File: src/rtl/fp_converter_scheduler.sv
// ---------------------------------------------------------------------------
// fp_converter_scheduler
//
// Purpose:
//   Shares one FP converter between two requesters (typically the
//   integer-issue path and the FP-issue path). Requests are granted
//   round-robin, operands are registered into the converter, in-flight
//   operations are tracked through a fixed-latency tag pipeline, and results
//   are buffered in a credit-protected response FIFO tagged with the
//   requester id. Sticky accrued fflags are kept for fcsr.
//
// Parameters:
//   LATENCY  converter pipeline depth in cycles (0..4, 0 = combinational)
//   DEPTH    response FIFO entries (1..8)
//
// Configuration macro:
//   FP_CONV_ACCRUED_FLAGS_EN  when defined, builds the accrued-flags register
//                             and the i_accrued_clear logic; otherwise
//                             o_accrued_flags is tied to 0.
//
// Ports:
//   i_clk                clock, all state updates on the rising edge
//   i_rst                asynchronous reset, active-low
//   i_req_valid[2]       per-requester request valid
//   o_req_ready[2]       per-requester grant (one-hot or zero)
//   i_req_command[2]     per-requester converter command
//   i_req_rounding_mode  per-requester resolved rounding mode
//   i_req_int_src        per-requester integer operand
//   i_req_fp_src         per-requester FP operand
//   o_conv_*             registered issue strobe and operands to converter
//   i_conv_*             converter results and flags
//   o_resp_*             response FIFO head (valid, id, results, flags)
//   i_resp_ready         consumer accepts the head entry
//   o_accrued_flags      sticky OR of consumed response flags
//   i_accrued_clear      clear the accrued flags
// ---------------------------------------------------------------------------

package fp_converter_scheduler_pkg;

  typedef enum logic [3:0] {
    FpConverterCommand_W_S  = 4'd0,
    FpConverterCommand_WU_S = 4'd1,
    FpConverterCommand_S_W  = 4'd2,
    FpConverterCommand_S_WU = 4'd3,
    FpConverterCommand_W_D  = 4'd4,
    FpConverterCommand_WU_D = 4'd5,
    FpConverterCommand_D_W  = 4'd6,
    FpConverterCommand_D_WU = 4'd7,
    FpConverterCommand_S_D  = 4'd8,
    FpConverterCommand_D_S  = 4'd9
  } FpConverterCommand;

  typedef logic [4:0] fflags_t;

endpackage

module fp_converter_scheduler
  import fp_converter_scheduler_pkg::*;
#(
  parameter int LATENCY = 0,
  parameter int DEPTH   = 2
) (
  input  logic                    i_clk,
  input  logic                    i_rst,
  input  logic [1:0]              i_req_valid,
  output logic [1:0]              o_req_ready,
  input  FpConverterCommand [1:0] i_req_command,
  input  logic [1:0][2:0]         i_req_rounding_mode,
  input  logic [1:0][31:0]        i_req_int_src,
  input  logic [1:0][63:0]        i_req_fp_src,
  output logic                    o_conv_valid,
  output FpConverterCommand       o_conv_command,
  output logic [2:0]              o_conv_rounding_mode,
  output logic [31:0]             o_conv_int_src,
  output logic [63:0]             o_conv_fp_src,
  input  logic [31:0]             i_conv_int_result,
  input  logic [63:0]             i_conv_fp_result,
  input  fflags_t                 i_conv_flags,
  output logic                    o_resp_valid,
  input  logic                    i_resp_ready,
  output logic                    o_resp_id,
  output logic [31:0]             o_resp_int_result,
  output logic [63:0]             o_resp_fp_result,
  output fflags_t                 o_resp_flags,
  output fflags_t                 o_accrued_flags,
  input  logic                    i_accrued_clear
);

  localparam int CW = $clog2(DEPTH + 1);
  localparam int PW = (DEPTH > 1) ? $clog2(DEPTH) : 1;
  localparam logic [CW-1:0] DEPTH_C  = CW'(DEPTH);
  localparam logic [PW-1:0] PTR_LAST = PW'(DEPTH - 1);

  logic            r_ptr;
  logic [CW-1:0]   r_credits;
  logic            r_convId;

  logic [1:0]      w_eligible;
  logic            w_grantValid;
  logic            w_grantId;
  logic            w_pop;
  logic            w_fifoWrite;
  logic            w_tailValid;
  logic            w_tailId;

  logic [PW-1:0]   r_wrPtr;
  logic [PW-1:0]   r_rdPtr;
  logic [CW-1:0]   r_count;
  logic            r_fifoId    [DEPTH];
  logic [31:0]     r_fifoInt   [DEPTH];
  logic [63:0]     r_fifoFp    [DEPTH];
  fflags_t         r_fifoFlags [DEPTH];

  function automatic logic [PW-1:0] nextPtr(input logic [PW-1:0] p);
    return (p == PTR_LAST) ? '0 : PW'(p + 1'b1);
  endfunction

  // Round-robin arbiter: the requester named by the pointer wins if it is
  // valid, otherwise the other one. Nothing is eligible without a credit,
  // which is what keeps the response FIFO from ever overflowing.
  always_comb begin
    w_eligible   = (r_credits != '0) ? i_req_valid : 2'b00;
    w_grantValid = 1'b0;
    w_grantId    = r_ptr;
    o_req_ready  = 2'b00;
    if (w_eligible[r_ptr]) begin
      w_grantValid = 1'b1;
      w_grantId    = r_ptr;
    end else if (w_eligible[~r_ptr]) begin
      w_grantValid = 1'b1;
      w_grantId    = ~r_ptr;
    end
    if (w_grantValid) begin
      o_req_ready[w_grantId] = 1'b1;
    end
  end

  // Priority pointer moves to the requester that was not just served, and
  // holds when nothing is granted.
  always_ff @(posedge i_clk or negedge i_rst) begin
    if (!i_rst) begin
      r_ptr <= 1'b0;
    end else if (w_grantValid) begin
      r_ptr <= ~w_grantId;
    end
  end

  // Credits count free FIFO slots not yet claimed by an in-flight operation.
  // An accept claims one, a pop returns one; both together cancel out.
  always_ff @(posedge i_clk or negedge i_rst) begin
    if (!i_rst) begin
      r_credits <= DEPTH_C;
    end else if (w_grantValid && !w_pop) begin
      r_credits <= r_credits - 1'b1;
    end else if (!w_grantValid && w_pop) begin
      r_credits <= r_credits + 1'b1;
    end
  end

  // Issue stage: the granted operands are captured into the converter input
  // registers. Without an accept the strobe drops and the operands hold.
  always_ff @(posedge i_clk or negedge i_rst) begin
    if (!i_rst) begin
      o_conv_valid         <= 1'b0;
      o_conv_command       <= FpConverterCommand_W_S;
      o_conv_rounding_mode <= 3'b000;
      o_conv_int_src       <= 32'd0;
      o_conv_fp_src        <= 64'd0;
      r_convId             <= 1'b0;
    end else begin
      o_conv_valid <= w_grantValid;
      if (w_grantValid) begin
        o_conv_command       <= i_req_command[w_grantId];
        o_conv_rounding_mode <= i_req_rounding_mode[w_grantId];
        o_conv_int_src       <= i_req_int_src[w_grantId];
        o_conv_fp_src        <= i_req_fp_src[w_grantId];
        r_convId             <= w_grantId;
      end
    end
  end

  // Tag pipeline shadows the converter so we know when its outputs belong
  // to a real operation and which requester it came from. It never stalls;
  // the credits guarantee there is always room at the tail.
  generate
    if (LATENCY == 0) begin : g_noTag
      assign w_tailValid = o_conv_valid;
      assign w_tailId    = r_convId;
    end else begin : g_tag
      logic [LATENCY-1:0] r_tagValid;
      logic [LATENCY-1:0] r_tagId;

      // Shift {valid, id} one stage per cycle.
      always_ff @(posedge i_clk or negedge i_rst) begin
        if (!i_rst) begin
          r_tagValid <= '0;
          r_tagId    <= '0;
        end else begin
          r_tagValid[0] <= o_conv_valid;
          r_tagId[0]    <= r_convId;
          for (int k = 1; k < LATENCY; k++) begin
            r_tagValid[k] <= r_tagValid[k-1];
            r_tagId[k]    <= r_tagId[k-1];
          end
        end
      end

      assign w_tailValid = r_tagValid[LATENCY-1];
      assign w_tailId    = r_tagId[LATENCY-1];
    end
  endgenerate

  assign w_fifoWrite = w_tailValid;
  assign w_pop       = (r_count != '0) && i_resp_ready;

  // FIFO pointers and occupancy. A write and a pop in the same cycle are
  // fine even when full: the popped head slot is the one being rewritten.
  always_ff @(posedge i_clk or negedge i_rst) begin
    if (!i_rst) begin
      r_wrPtr <= '0;
      r_rdPtr <= '0;
      r_count <= '0;
    end else begin
      if (w_fifoWrite) begin
        r_wrPtr <= nextPtr(r_wrPtr);
      end
      if (w_pop) begin
        r_rdPtr <= nextPtr(r_rdPtr);
      end
      if (w_fifoWrite && !w_pop) begin
        r_count <= r_count + 1'b1;
      end else if (!w_fifoWrite && w_pop) begin
        r_count <= r_count - 1'b1;
      end
    end
  end

  // FIFO storage: converter outputs are captured together with the tag id
  // on the cycle the tail of the tag pipeline is valid.
  always_ff @(posedge i_clk or negedge i_rst) begin
    if (!i_rst) begin
      for (int i = 0; i < DEPTH; i++) begin
        r_fifoId[i]    <= 1'b0;
        r_fifoInt[i]   <= 32'd0;
        r_fifoFp[i]    <= 64'd0;
        r_fifoFlags[i] <= '0;
      end
    end else if (w_fifoWrite) begin
      r_fifoId[r_wrPtr]    <= w_tailId;
      r_fifoInt[r_wrPtr]   <= i_conv_int_result;
      r_fifoFp[r_wrPtr]    <= i_conv_fp_result;
      r_fifoFlags[r_wrPtr] <= i_conv_flags;
    end
  end

  assign o_resp_valid      = (r_count != '0);
  assign o_resp_id         = r_fifoId[r_rdPtr];
  assign o_resp_int_result = r_fifoInt[r_rdPtr];
  assign o_resp_fp_result  = r_fifoFp[r_rdPtr];
  assign o_resp_flags      = r_fifoFlags[r_rdPtr];

  // A write into a full FIFO without a simultaneous pop means the credit
  // accounting has been broken somewhere upstream.
  always @(posedge i_clk) begin
    if (i_rst) begin
      assert (!(w_fifoWrite && !w_pop && (r_count == DEPTH_C)));
    end
  end

`ifdef FP_CONV_ACCRUED_FLAGS_EN
  fflags_t r_accrued;

  // Sticky flags accumulate on every pop. A clear coinciding with a pop
  // leaves exactly the popped flags, so no exception is lost.
  always_ff @(posedge i_clk or negedge i_rst) begin
    if (!i_rst) begin
      r_accrued <= '0;
    end else if (w_pop) begin
      r_accrued <= i_accrued_clear ? o_resp_flags : (r_accrued | o_resp_flags);
    end else if (i_accrued_clear) begin
      r_accrued <= '0;
    end
  end

  assign o_accrued_flags = r_accrued;
`else
  logic w_unusedClear;

  assign w_unusedClear   = i_accrued_clear;
  assign o_accrued_flags = '0;
`endif

endmodule

File: config.mk
export PLATFORM = sky130hd
export DESIGN_NAME = fp_converter_scheduler
export DESIGN_NICKNAME = d
export VERILOG_FILES = /design/src/rtl/fp_converter_scheduler.sv
export SDC_FILE = /design/constraint.sdc
export NUM_CORES = 1
export LEC_CHECK = 0
export BUFFER_PORTS_ARGS = -buffer_cell sky130_fd_sc_hd__buf_2
export CORE_AREA = 2 2 205 207
export CTS_CLUSTER_SIZE = 14
export DETAILED_ROUTE_END_ITERATION = 8
export DIE_AREA = 0 0 207 209
export SETUP_SLACK_MARGIN = 0.15
export SLEW_MARGIN = 20
export SYNTH_ARGS = -nofsm -noshare
export SYNTH_HDL_FRONTEND = slang
export SYNTH_SLANG_ARGS = --single-unit
File: constraint.sdc
create_clock -name i_clk -period 1.56 [get_ports i_clk]
set_input_delay 0.312 -clock i_clk [delete_from_list [all_inputs] [get_ports i_clk]]
set_output_delay 0.312 -clock i_clk [all_outputs]
set_load 0.02 [all_outputs]
==> results of run 1 <==
## critical path: stages, from the launching register on
cell and delay [ns]:
dfrtp_4 0.44, buf_12 0.18, buf_12 0.16, mux2_2 0.35
buf_2 0.16
## final cells by class
| type | instances | area [um^2] |
|---|---|---|
| Clock buffer | 50 | 1050 |
| Multi-Input combinational cell | 544 | 6450 |
| Clock inverter | 11 | 114 |
| Tap cell | 539 | 674 |
| Timing Repair Buffer | 944 | 8810 |
| Sequential cell | 316 | 7920 |
| Antenna cell | 8 | 20.0 |
| Inverter | 2 | 7.51 |
| Fill cell | 3008 | 16200 |
## cells by family (layout without fill, tap and decap cells)
| kind of cell | Yosys count | in the layout | synth area share |
|---|---|---|---|
| other | 1 | 13 | 0.000275 |
| AND/OR/NAND/NOR | 110 | 113 | 0.0495 |
| flip-flops | 316 | 316 | 0.579 |
| AO/OA/AOI/OAI | 110 | 110 | 0.0805 |
| XOR/XNOR | 8 | 8 | 0.00513 |
| multiplexers | 306 | 306 | 0.252 |
| adder cells (fa/ha/maj) | 2 | 2 | 0.00183 |
| buffers and inverters | 73 | 1007 | 0.0312 |
## flip-flops by register name, summed over array words and instances (netlist names)
register,flops
r_count,2
r_ptr,1
o_conv_rounding_mode,3
o_conv_command,4
r_fifoInt,64
r_rdPtr,1
o_conv_fp_src,64
o_conv_int_src,32
r_convId,1
r_wrPtr,1
r_fifoFp,128
r_fifoId,2
r_credits,2
r_fifoFlags,10
o_conv_valid,1
## cell usage after synthesis, drive strengths merged
cell	count
dfrtp	315
mux2	306
a221o	103
and2	103
buf	64
clkbuf	7
xnor2	4
xor2	4
nand2	3
o21ai	3
a21oi	2
ha	2
inv	2
nor2	2
a21o	1
conb	1
dfstp	1
nor2b	1
o22ai	1
or2	1
## per-layer routing
layer | part of all wire | track usage | vias up
li1 | - | - | 5270
met1 | 0.37 | 0.268 | 6143
met2 | 0.50 | 0.410 | 613
met3 | 0.066 | 0.0517 | 165
met4 | 0.062 | 0.133 | 4
met5 | 0.00052 | 0 | -
## repair_timing
action,in CTS,in global routing
cloned,25,19
buffers inserted,37,40
pin swaps,70,20
hold buffers,231,1
hold endpoints to repair,422,1
setup endpoints to repair,460,520
gates resized for setup,304,359
## stage by stage
step	total power, mW	cells
finish	18.4	2414
global route	19.0	2412
CTS	18.4	2346
detailed placement	9.38	1992
global placement	9.35	1992
floorplan	8.67	930
## path summary, 6_finish.rpt
path	slack (ns)	end	start	depth (start not counted)
setup reg to reg	-0.29	o_conv_fp_src[45]$_DFFE_PN0P_	r_credits[0]$_DFFE_PN0P_	9
min in group asynchronous	0.27	r_fifoFp[113]$_DFFE_PN0P_	i_rst	2
hold reg to reg	0.50	r_fifoFp[91]$_DFFE_PN0P_	r_fifoFp[91]$_DFFE_PN0P_	1
max in group asynchronous	0.58	r_fifoFp[18]$_DFFE_PN0P_	i_rst	4
hold / removal	0.02	o_conv_fp_src[27]$_DFFE_PN0P_	i_req_fp_src[91]	2
setup / recovery	-0.58	o_resp_fp_result[11]	r_rdPtr$_DFFE_PN0P_	4
## where the power goes
group | switching (mW) | internal, mW
sequential | 0.0767 | 8.33
clock | 3.51 | 5.04
combinational | 0.555 | 0.894
==> summary.txt, run 1 <==
Setup path
  – CP startpoint kind: register
  – Critical Path Sink Type: output pin
  – WP data required: 1.25 ns
  – Crit path DAT: 1.83 ns
  – CP Max Fanout: 11
  – Start-to-end type of the worst setup path: reg -> out

Route
  – Routed len/inst: 23.8 um
  – DRC: 0
  – Routed WL: 57400 um
  – Vias: 12195
  – Antenna viol nets, final: 0
  – Routed vias/inst: 5.05
  – First DRT Iteration DRCs: 636
  – DR pass1 iterations: 5

CTS
  – CTS buffer count: 36
  – Clk slew on worst S/H paths: 0.06 ns
  – H-tree lvl count: 2
  – Root Driver: clkbuf_16
  – Worst-Skew Late Latency: 0.54 ns
  – Max Buffers Root-to-Sink: 3
  – Num Clock Sinks: 316
  – CTS tree: yes

Outcome
  – Status: complete, but fails checks
  – Failing checks: setup timing

Layout
  – Area Growth Syn to Fin: 83.4%
  – Share of cells above drive strength 1: 0.620
  – Most common cell after layout, fill and taps aside: buf_2
  – Most frequent cells in the layout: 404 x buf_2, 311 x dfrtp_1, 232 x dlygate4sd3_1
  – Final core utilization: 0.607
  – Design Area, Final: 25000 um^2
  – NumNets Final: 2159

Logic synthesis
  – #FFs+latches synth: 316
  – Count of cell types in the netlist: 25
  – Largest area contributor in the netlist: dfrtp_1
  – Mapped Area: 13700 um^2
  – Part of the Yosys area used for sequential elements: 0.579
  – Ys Warns: 0
  – Area share of the leading cell type in the synthesized netlist: 0.577
  – Top cells by area, synth: dfrtp_1 58%, mux2_2 25%, a221o_1 7.6%
  – Avg Cell Area, Syn: 14.7 um^2
  – Post-Syn Instances: 926

Placement
  – DPL Wire Length: 33400 um
  – Placement Cell Area: 17700 um^2
  – IO Port Bufs: 520
  – Final GP Congestion: 0.873
  – Place WS: -0.0909 ns

GRT
  – First-pass GRT wire length: 78400 um
  – Vias in the first global route: 12860
  – Initial antenna violation count: 10
  – Tot GR Track Use: 0.236
  – GRT overflow: 0
  – Largest net degree at the start of global routing: 50

Floorplanning
  – Starting Density: 0.331
  – Die height: 209 um
  – Die Area: 43300 um^2
  – Number of top-level pins: 527
  – Core Box Area: 41300 um^2
  – FP Rows: 75
  – Die width: 207 um

STA
  – Post-layout minimum cycle time: 2.14 ns
  – Final hold vios: 0
  – RSZ-0062 raised after global routing: yes
  – Max Freq: 0.467 GHz
  – Final Worst Setup Slack: -0.581 ns
  – Worst Skew: 0.0157 ns
  – Worst hold margin: 0.0240 ns
  – Final Slew Violations: 0
  – Final setup fails: 231
  – TNS Setup: -82.02 ns
  – Final cycle utilization of the critical path: 1.37

Pwr
  – IR Drop Worst-Case VDD: 0.591 mV
  – Leak pwr: 12.8 nW
  – Pwr Density: 735 nW/um^2

Hold path
  – Hold Crit Class: in -> reg

Job
  – Max-Cap Viols: 0
Power figures use the tool's default switching activity.
==> inputs of run 2 (changes only) <==
--- a/config.mk
+++ b/config.mk
@@ -5,7 +5,7 @@
 export SDC_FILE = /design/constraint.sdc
 export NUM_CORES = 1
 export LEC_CHECK = 0
-export BUFFER_PORTS_ARGS = -buffer_cell sky130_fd_sc_hd__buf_2
+export BUFFER_PORTS_ARGS = -buffer_cell sky130_fd_sc_hd__buf_4
 export CORE_AREA = 2 2 205 207
 export CTS_CLUSTER_SIZE = 14
 export DETAILED_ROUTE_END_ITERATION = 8
==> run 2 against run 1 <==
  * The run still ends with setup timing left
  * Final cell count rose by 4.6%
  * First-iteration DRC count rose by 40%
  * Global-route usage increased by 1.4 points
  * Largest cell class unchanged
  * Clock power grew 3.7%
  * Via count grew 7.5%
  * Critical path depth unchanged
  * Sequential power hardly changed
  * Wire length grew 9.5%
  * Sequential cell count is the same
  * Non-clock buffer count grew 109
  * Critical path type unchanged
  * Highest routed layer is now met4
  * Core utilization rose by 5.8 points
  * Combinational power up 24%
  * Largest power group unchanged
==> summary.txt, run 2 (synthesized netlist as in run 1, its figures left out) <==
Outcome
  – Status: complete, but fails checks
  – Failing checks: setup timing

Route
  – First DRT Iteration DRCs: 889
  – Routed len/inst: 24.9 um
  – DRC: 0
  – Routed vias/inst: 5.19
  – Routed WL: 62800 um
  – Vias: 13108
  – Antenna viol nets, final: 0
  – DR pass1 iterations: 5

STA
  – Worst Skew: 0.0140 ns
  – Least-Margin Pin Slew: 0.507 ns
  – RSZ-0062 raised after global routing: yes
  – Final hold vios: 0
  – Max Freq: 0.456 GHz
  – Post-layout minimum cycle time: 2.19 ns
  – Final Worst Setup Slack: -0.632 ns
  – Final Slew Violations: 0
  – Final setup fails: 305
  – Slew margin rel.: 0.662
  – Final cycle utilization of the critical path: 1.41

Setup path
  – Critical Path Sink Type: output pin
  – R2r setup slk: -0.43 ns
  – FF-to-FF End: o_conv_int_src[4]$_DFFE_PN0P_
  – CP startpoint kind: register
  – Cell Chain, Critical Path: buf_12 -> clkbuf_16 -> mux2_4 -> buf_6
  – Crit path DAT: 1.88 ns
  – Worst path max stage delay: 0.52 ns
  – Start-to-end type of the worst setup path: reg -> out
  – CP Max Fanout: 8
  – Reg2reg path depth: 8
  – Critical-path top delay cell: dfrtp_4
  – WP data required: 1.25 ns
  – Worst reg2reg startpoint: r_credits[1]$_DFFE_PN1P_

Layout
  – Area Growth Syn to Fin: 101%
  – Share of cells above drive strength 1: 0.629
  – NumNets Final: 2271
  – Most common cell after layout, fill and taps aside: buf_4
  – Most frequent cells in the layout: 409 x buf_4, 311 x dfrtp_1, 298 x dlygate4sd3_1
  – Largest registers: r_fifoFp: 128 flops, o_conv_fp_src: 64 flops, r_fifoInt: 64 flops
  – Max reg flops: 128
  – Final core utilization: 0.665
  – Reg with most FFs: r_fifoFp
  – Post-Layout Cell Count: 2526

Pwr
  – Pwr Density: 694 nW/um^2
  – Leak pwr: 13.4 nW
  – IR Drop Worst-Case VDD: 0.595 mV

CTS
  – Worst-Skew Late Latency: 0.55 ns
  – CTS buffer count: 37
  – Clk slew on worst S/H paths: 0.06 ns
  – Num Clock Sinks: 316
  – CTS tree: yes
  – Root Driver: clkbuf_16
  – H-tree lvl count: 2
  – Max Buffers Root-to-Sink: 3

Floorplanning
  – Number of top-level pins: 527
  – Die Area: 43300 um^2
  – Die height: 209 um
  – FP Rows: 75
  – Die width: 207 um
  – Core Box Area: 41300 um^2
  – Starting Density: 0.331

Placement
  – IO Port Bufs: 520
  – Dpl cells: 1980
  – Final GP Congestion: 0.850
  – DPL Wire Length: 34000 um

Hold path
  – Hold path start: i_conv_flags[4]
  – Worst hold endpoint: r_fifoFlags[9]$_DFFE_PN0P_
  – Hold Crit Class: in -> reg
  – Depth of the worst hold-timing path: 2

Job
  – Max-Cap Viols: 0

GRT
  – Initial antenna violation count: 2
  – Vias in the first global route: 13379
  – Tot GR Track Use: 0.250
  – GRT overflow: 0
  – First-pass GRT wire length: 83100 um
  – Largest net degree at the start of global routing: 54
-- run 2: cell type report --
class	count	area (um^2)
Clock buffer	52	1080
Multi-Input combinational cell	546	6430
Tap cell	539	674
Antenna cell	2	5.00
Clock inverter	16	146
Sequential cell	316	7920
Timing Repair Buffer	1053	11200
Inverter	2	7.51
Fill cell	2713	13800
-- run 2: per-stage QoR --
step	worst slack, ns	setup TNS [ns]	total power [mW]	instance area (um^2)	hold slack [ns]
finish	-0.632	-95.74	19.1	27500	0.0311
global route	-0.671	-112.00	19.7	27500	0.00642
CTS	-0.655	-96.08	19.0	24800	0.000231
detailed placement	-0.0814	-3.37	9.59	18800	0.244
global placement	-0.0898	-3.81	9.55	18800	0.241
floorplan	0.0700	0	8.67	13900	0.0164
-- run 2: how the worst max path moves through the flow --
| stage | start | endpoint | slack (ns) | cells after the start |
|---|---|---|---|---|
| final | r_rdPtr$_DFFE_PN0P_ | o_resp_fp_result[29] | -0.63 | 4 |
| after global routing | r_rdPtr$_DFFE_PN0P_ | o_resp_fp_result[29] | -0.67 | 4 |
| after CTS | r_rdPtr$_DFFE_PN0P_ | o_resp_int_result[20] | -0.65 | 4 |
| after detailed placement | r_rdPtr$_DFFE_PN0P_ | o_resp_fp_result[52] | -0.08 | 3 |
| after global placement | r_rdPtr$_DFFE_PN0P_ | o_resp_fp_result[52] | -0.09 | 3 |
| after floorplan | r_credits[0]$_DFFE_PN0P_ | r_credits[1]$_DFFE_PN1P_ | 0.07 | 7 |
-- run 2: repair_timing --
item | 4_1_cts | 5_1_grt
setup endpoints to repair | 457 | 518
buffers inserted | 42 | 82
endpoints found under the hold margin | 337 | 0
gates cloned | 29 | 26
pin swaps | 40 | 94
hold buffers | 298 | 0
gates resized for setup | 181 | 433
-- run 2: metal layers --
layer / share of wire / track usage
met5: 0 / 0
met4: 0.063 / 0.139
met3: 0.061 / 0.0502
met2: 0.50 / 0.427
met1: 0.38 / 0.294
-- run 2: critical path, delay by kind of cell, from the launching register on --
kind / cells / cell delay [ns]
buffers and inverters: 3 / 0.49
flip-flops: 1 / 0.52
multiplexers: 1 / 0.31
-- run 2: where the power goes --
group          switching (mW)  internal [mW]  total (mW)  leakage [nW]
Sequential             0.0675           8.33        8.40          4.17
Clock                    3.65           5.22        8.87         0.614
Combinational           0.640           1.16        1.80          8.64
==> inputs of run 3 (changes only) <==
--- a/config.mk
+++ b/config.mk
@@ -7,6 +7,7 @@
 export LEC_CHECK = 0
 export BUFFER_PORTS_ARGS = -buffer_cell sky130_fd_sc_hd__buf_4
 export CORE_AREA = 2 2 205 207
+export CTS_BUF_LIST = sky130_fd_sc_hd__clkbuf_16
 export CTS_CLUSTER_SIZE = 14
 export DETAILED_ROUTE_END_ITERATION = 8
 export DIE_AREA = 0 0 207 209
==> run 3 against run 2 <==
  * Combinational power is essentially flat
  * Critical path depth is the same
  * Total power shrank 1.7%
  * Clock skew shrank 0.0019 ns
  * Sequential power is essentially flat
  * Critical path type unchanged
  * Non-clock buffer count shrank 50
  * Sequential share of layout area grew 0.82 points
  * Sequential cell count is the same
  * The run still ends with setup timing left
  * Wire length shrank 2.0%
  * Worst setup slack gained 0.016 ns
  * Design area shrank 2.8%
  * Hold slack lost 0.0029 ns
==> summary.txt, run 3 (synthesized netlist as in run 1, its figures left out) <==
CTS
  – CTS buffer count: 37
  – H-tree lvl count: 2
  – Root Driver: clkbuf_16
  – Num Clock Sinks: 316
  – Worst-Skew Late Latency: 0.54 ns
  – CTS tree: yes
  – Max Buffers Root-to-Sink: 3
  – Clk slew on worst S/H paths: 0.06 ns

Floorplanning
  – Core Box Area: 41300 um^2
  – Die height: 209 um
  – FP Rows: 75
  – Die width: 207 um
  – Starting Density: 0.331
  – Number of top-level pins: 527
  – Die Area: 43300 um^2

STA
  – Final hold vios: 0
  – Slew margin rel.: 0.638
  – Final cycle utilization of the critical path: 1.40
  – Final Worst Setup Slack: -0.617 ns
  – Max Freq: 0.459 GHz
  – Final Slew Violations: 0
  – RSZ-0062 raised after global routing: yes
  – Worst Skew: 0.0121 ns
  – Final setup fails: 215
  – Post-layout minimum cycle time: 2.18 ns
  – Least-Margin Pin Slew: 0.543 ns

Layout
  – Final core utilization: 0.647
  – Largest registers: r_fifoFp: 128 flops, o_conv_fp_src: 64 flops, r_fifoInt: 64 flops
  – Reg with most FFs: r_fifoFp
  – Design Area, Final: 26700 um^2
  – Filler instances: 2842
  – Max reg flops: 128
  – Post-Layout Cell Count: 2477
  – Share of cells above drive strength 1: 0.588
  – Most frequent cells in the layout: 422 x buf_4, 311 x dfrtp_1, 298 x dlygate4sd3_1
  – Most common cell after layout, fill and taps aside: buf_4
  – NumNets Final: 2221
  – Area Growth Syn to Fin: 95.6%

Route
  – Routed len/inst: 24.9 um
  – Vias: 12735
  – DRC: 0
  – Antenna viol nets, final: 0
  – Routed WL: 61600 um
  – Routed vias/inst: 5.14
  – First DRT Iteration DRCs: 828
  – DR pass1 iterations: 5

GRT
  – GRT overflow: 0
  – Largest net degree at the start of global routing: 54
  – Vias in the first global route: 13209
  – Tot GR Track Use: 0.243
  – Initial antenna violation count: 3
  – First-pass GRT wire length: 81000 um

Pwr
  – Pwr Density: 701 nW/um^2
  – IR Drop Worst-Case VDD: 0.598 mV
  – Tot Pwr: 18.7 mW
  – Leak pwr: 13.2 nW

Setup path
  – WP data required: 1.25 ns
  – CP startpoint kind: register
  – R2r setup slk: -0.36 ns
  – Critical Path Sink Type: output pin
  – Crit path DAT: 1.86 ns
  – Reg2reg path depth: 7
  – Start-to-end type of the worst setup path: reg -> out
  – FF-to-FF End: o_conv_int_src[20]$_DFFE_PN0P_
  – Worst reg2reg startpoint: r_credits[1]$_DFFE_PN1P_
  – CP Max Fanout: 8

Hold path
  – Worst hold endpoint: r_fifoFlags[9]$_DFFE_PN0P_
  – Depth of the worst hold-timing path: 2
  – Hold Crit Class: in -> reg
  – Hold path start: i_conv_flags[4]

Placement
  – IO Port Bufs: 520
  – Dpl cells: 1980
  – Final GP Congestion: 0.850
  – Placement Cell Area: 18800 um^2
  – DPL Wire Length: 34000 um

Outcome
  – Status: complete, but fails checks
  – Failing checks: setup timing

Job
  – Max-Cap Viols: 0
==> run 3: how the worst max path moves through the flow <==
| stage | to | cells past startpoint | start | slack, ns |
|---|---|---|---|---|
| 5_1_grt | o_resp_fp_result[24] | 4 | r_rdPtr$_DFFE_PN0P_ | -0.66 |
| 4_1_cts | o_resp_int_result[20] | 4 | r_rdPtr$_DFFE_PN0P_ | -0.65 |
| 6_report | o_resp_int_result[16] | 4 | r_rdPtr$_DFFE_PN0P_ | -0.62 |
| 2_1_floorplan | r_credits[1]$_DFFE_PN1P_ | 7 | r_credits[0]$_DFFE_PN0P_ | 0.07 |
| 3_5_place_dp | o_resp_fp_result[52] | 3 | r_rdPtr$_DFFE_PN0P_ | -0.08 |
| 3_3_place_gp | o_resp_fp_result[52] | 3 | r_rdPtr$_DFFE_PN0P_ | -0.09 |
==> run 3: metal layers <==
layer  track usage  part of all wire
met1         0.281              0.37
met2         0.410              0.49
met4         0.155             0.070
met5             0                 0
met3        0.0553             0.067
==> run 3: timing repair <==
item                                    in CTS  in global routing
cloned                                      20                 33
resized for setup                          107                422
hold buffers                               298                  0
buffers inserted                            27                 49
pin swaps                                   18                 36
hold endpoints to repair                   336                  0
endpoints found under the setup margin     457                516
==> run 3: area by class of cell <==
cell class | count | area (um^2) | share of cell area
clock inverters | 29 | 195 | 0.00731
multi-input cells | 546 | 6460 | 0.242
flip-flops and latches | 316 | 7920 | 0.296
repair buffers | 1003 | 10500 | 0.392
clock buffers | 39 | 976 | 0.0365
well taps | 539 | 674 | 0.0253
inverters | 2 | 7.51 | 0.000281
diodes | 3 | 7.51 | 0.000281
==> run 3: through the flow <==
step           setup WS, ns  hold slack (ns)  TNS [ns]
2_1_floorplan        0.0700           0.0164         0
5_1_grt              -0.664           0.0111    -94.73
3_3_place_gp        -0.0898            0.241     -3.81
4_1_cts              -0.655          0.00195    -84.70
6_report             -0.617           0.0281    -84.42
3_5_place_dp        -0.0814            0.244     -3.37
==> run 3: power by group <==
| group | total (mW) | switching [mW] | leakage, nW | internal [mW] |
|---|---|---|---|---|
| clock | 8.50 | 3.62 | 0.610 | 4.88 |
| sequential | 8.40 | 0.0722 | 4.17 | 8.33 |
| combinational | 1.83 | 0.637 | 8.43 | 1.19 |
==> run 3: worst max-delay path, cell delays in order, from the launching register on <==
cell       delay, ns
dfrtp_4         0.52
buf_12          0.17
clkbuf_16       0.18
mux2_4          0.30
buf_6           0.13
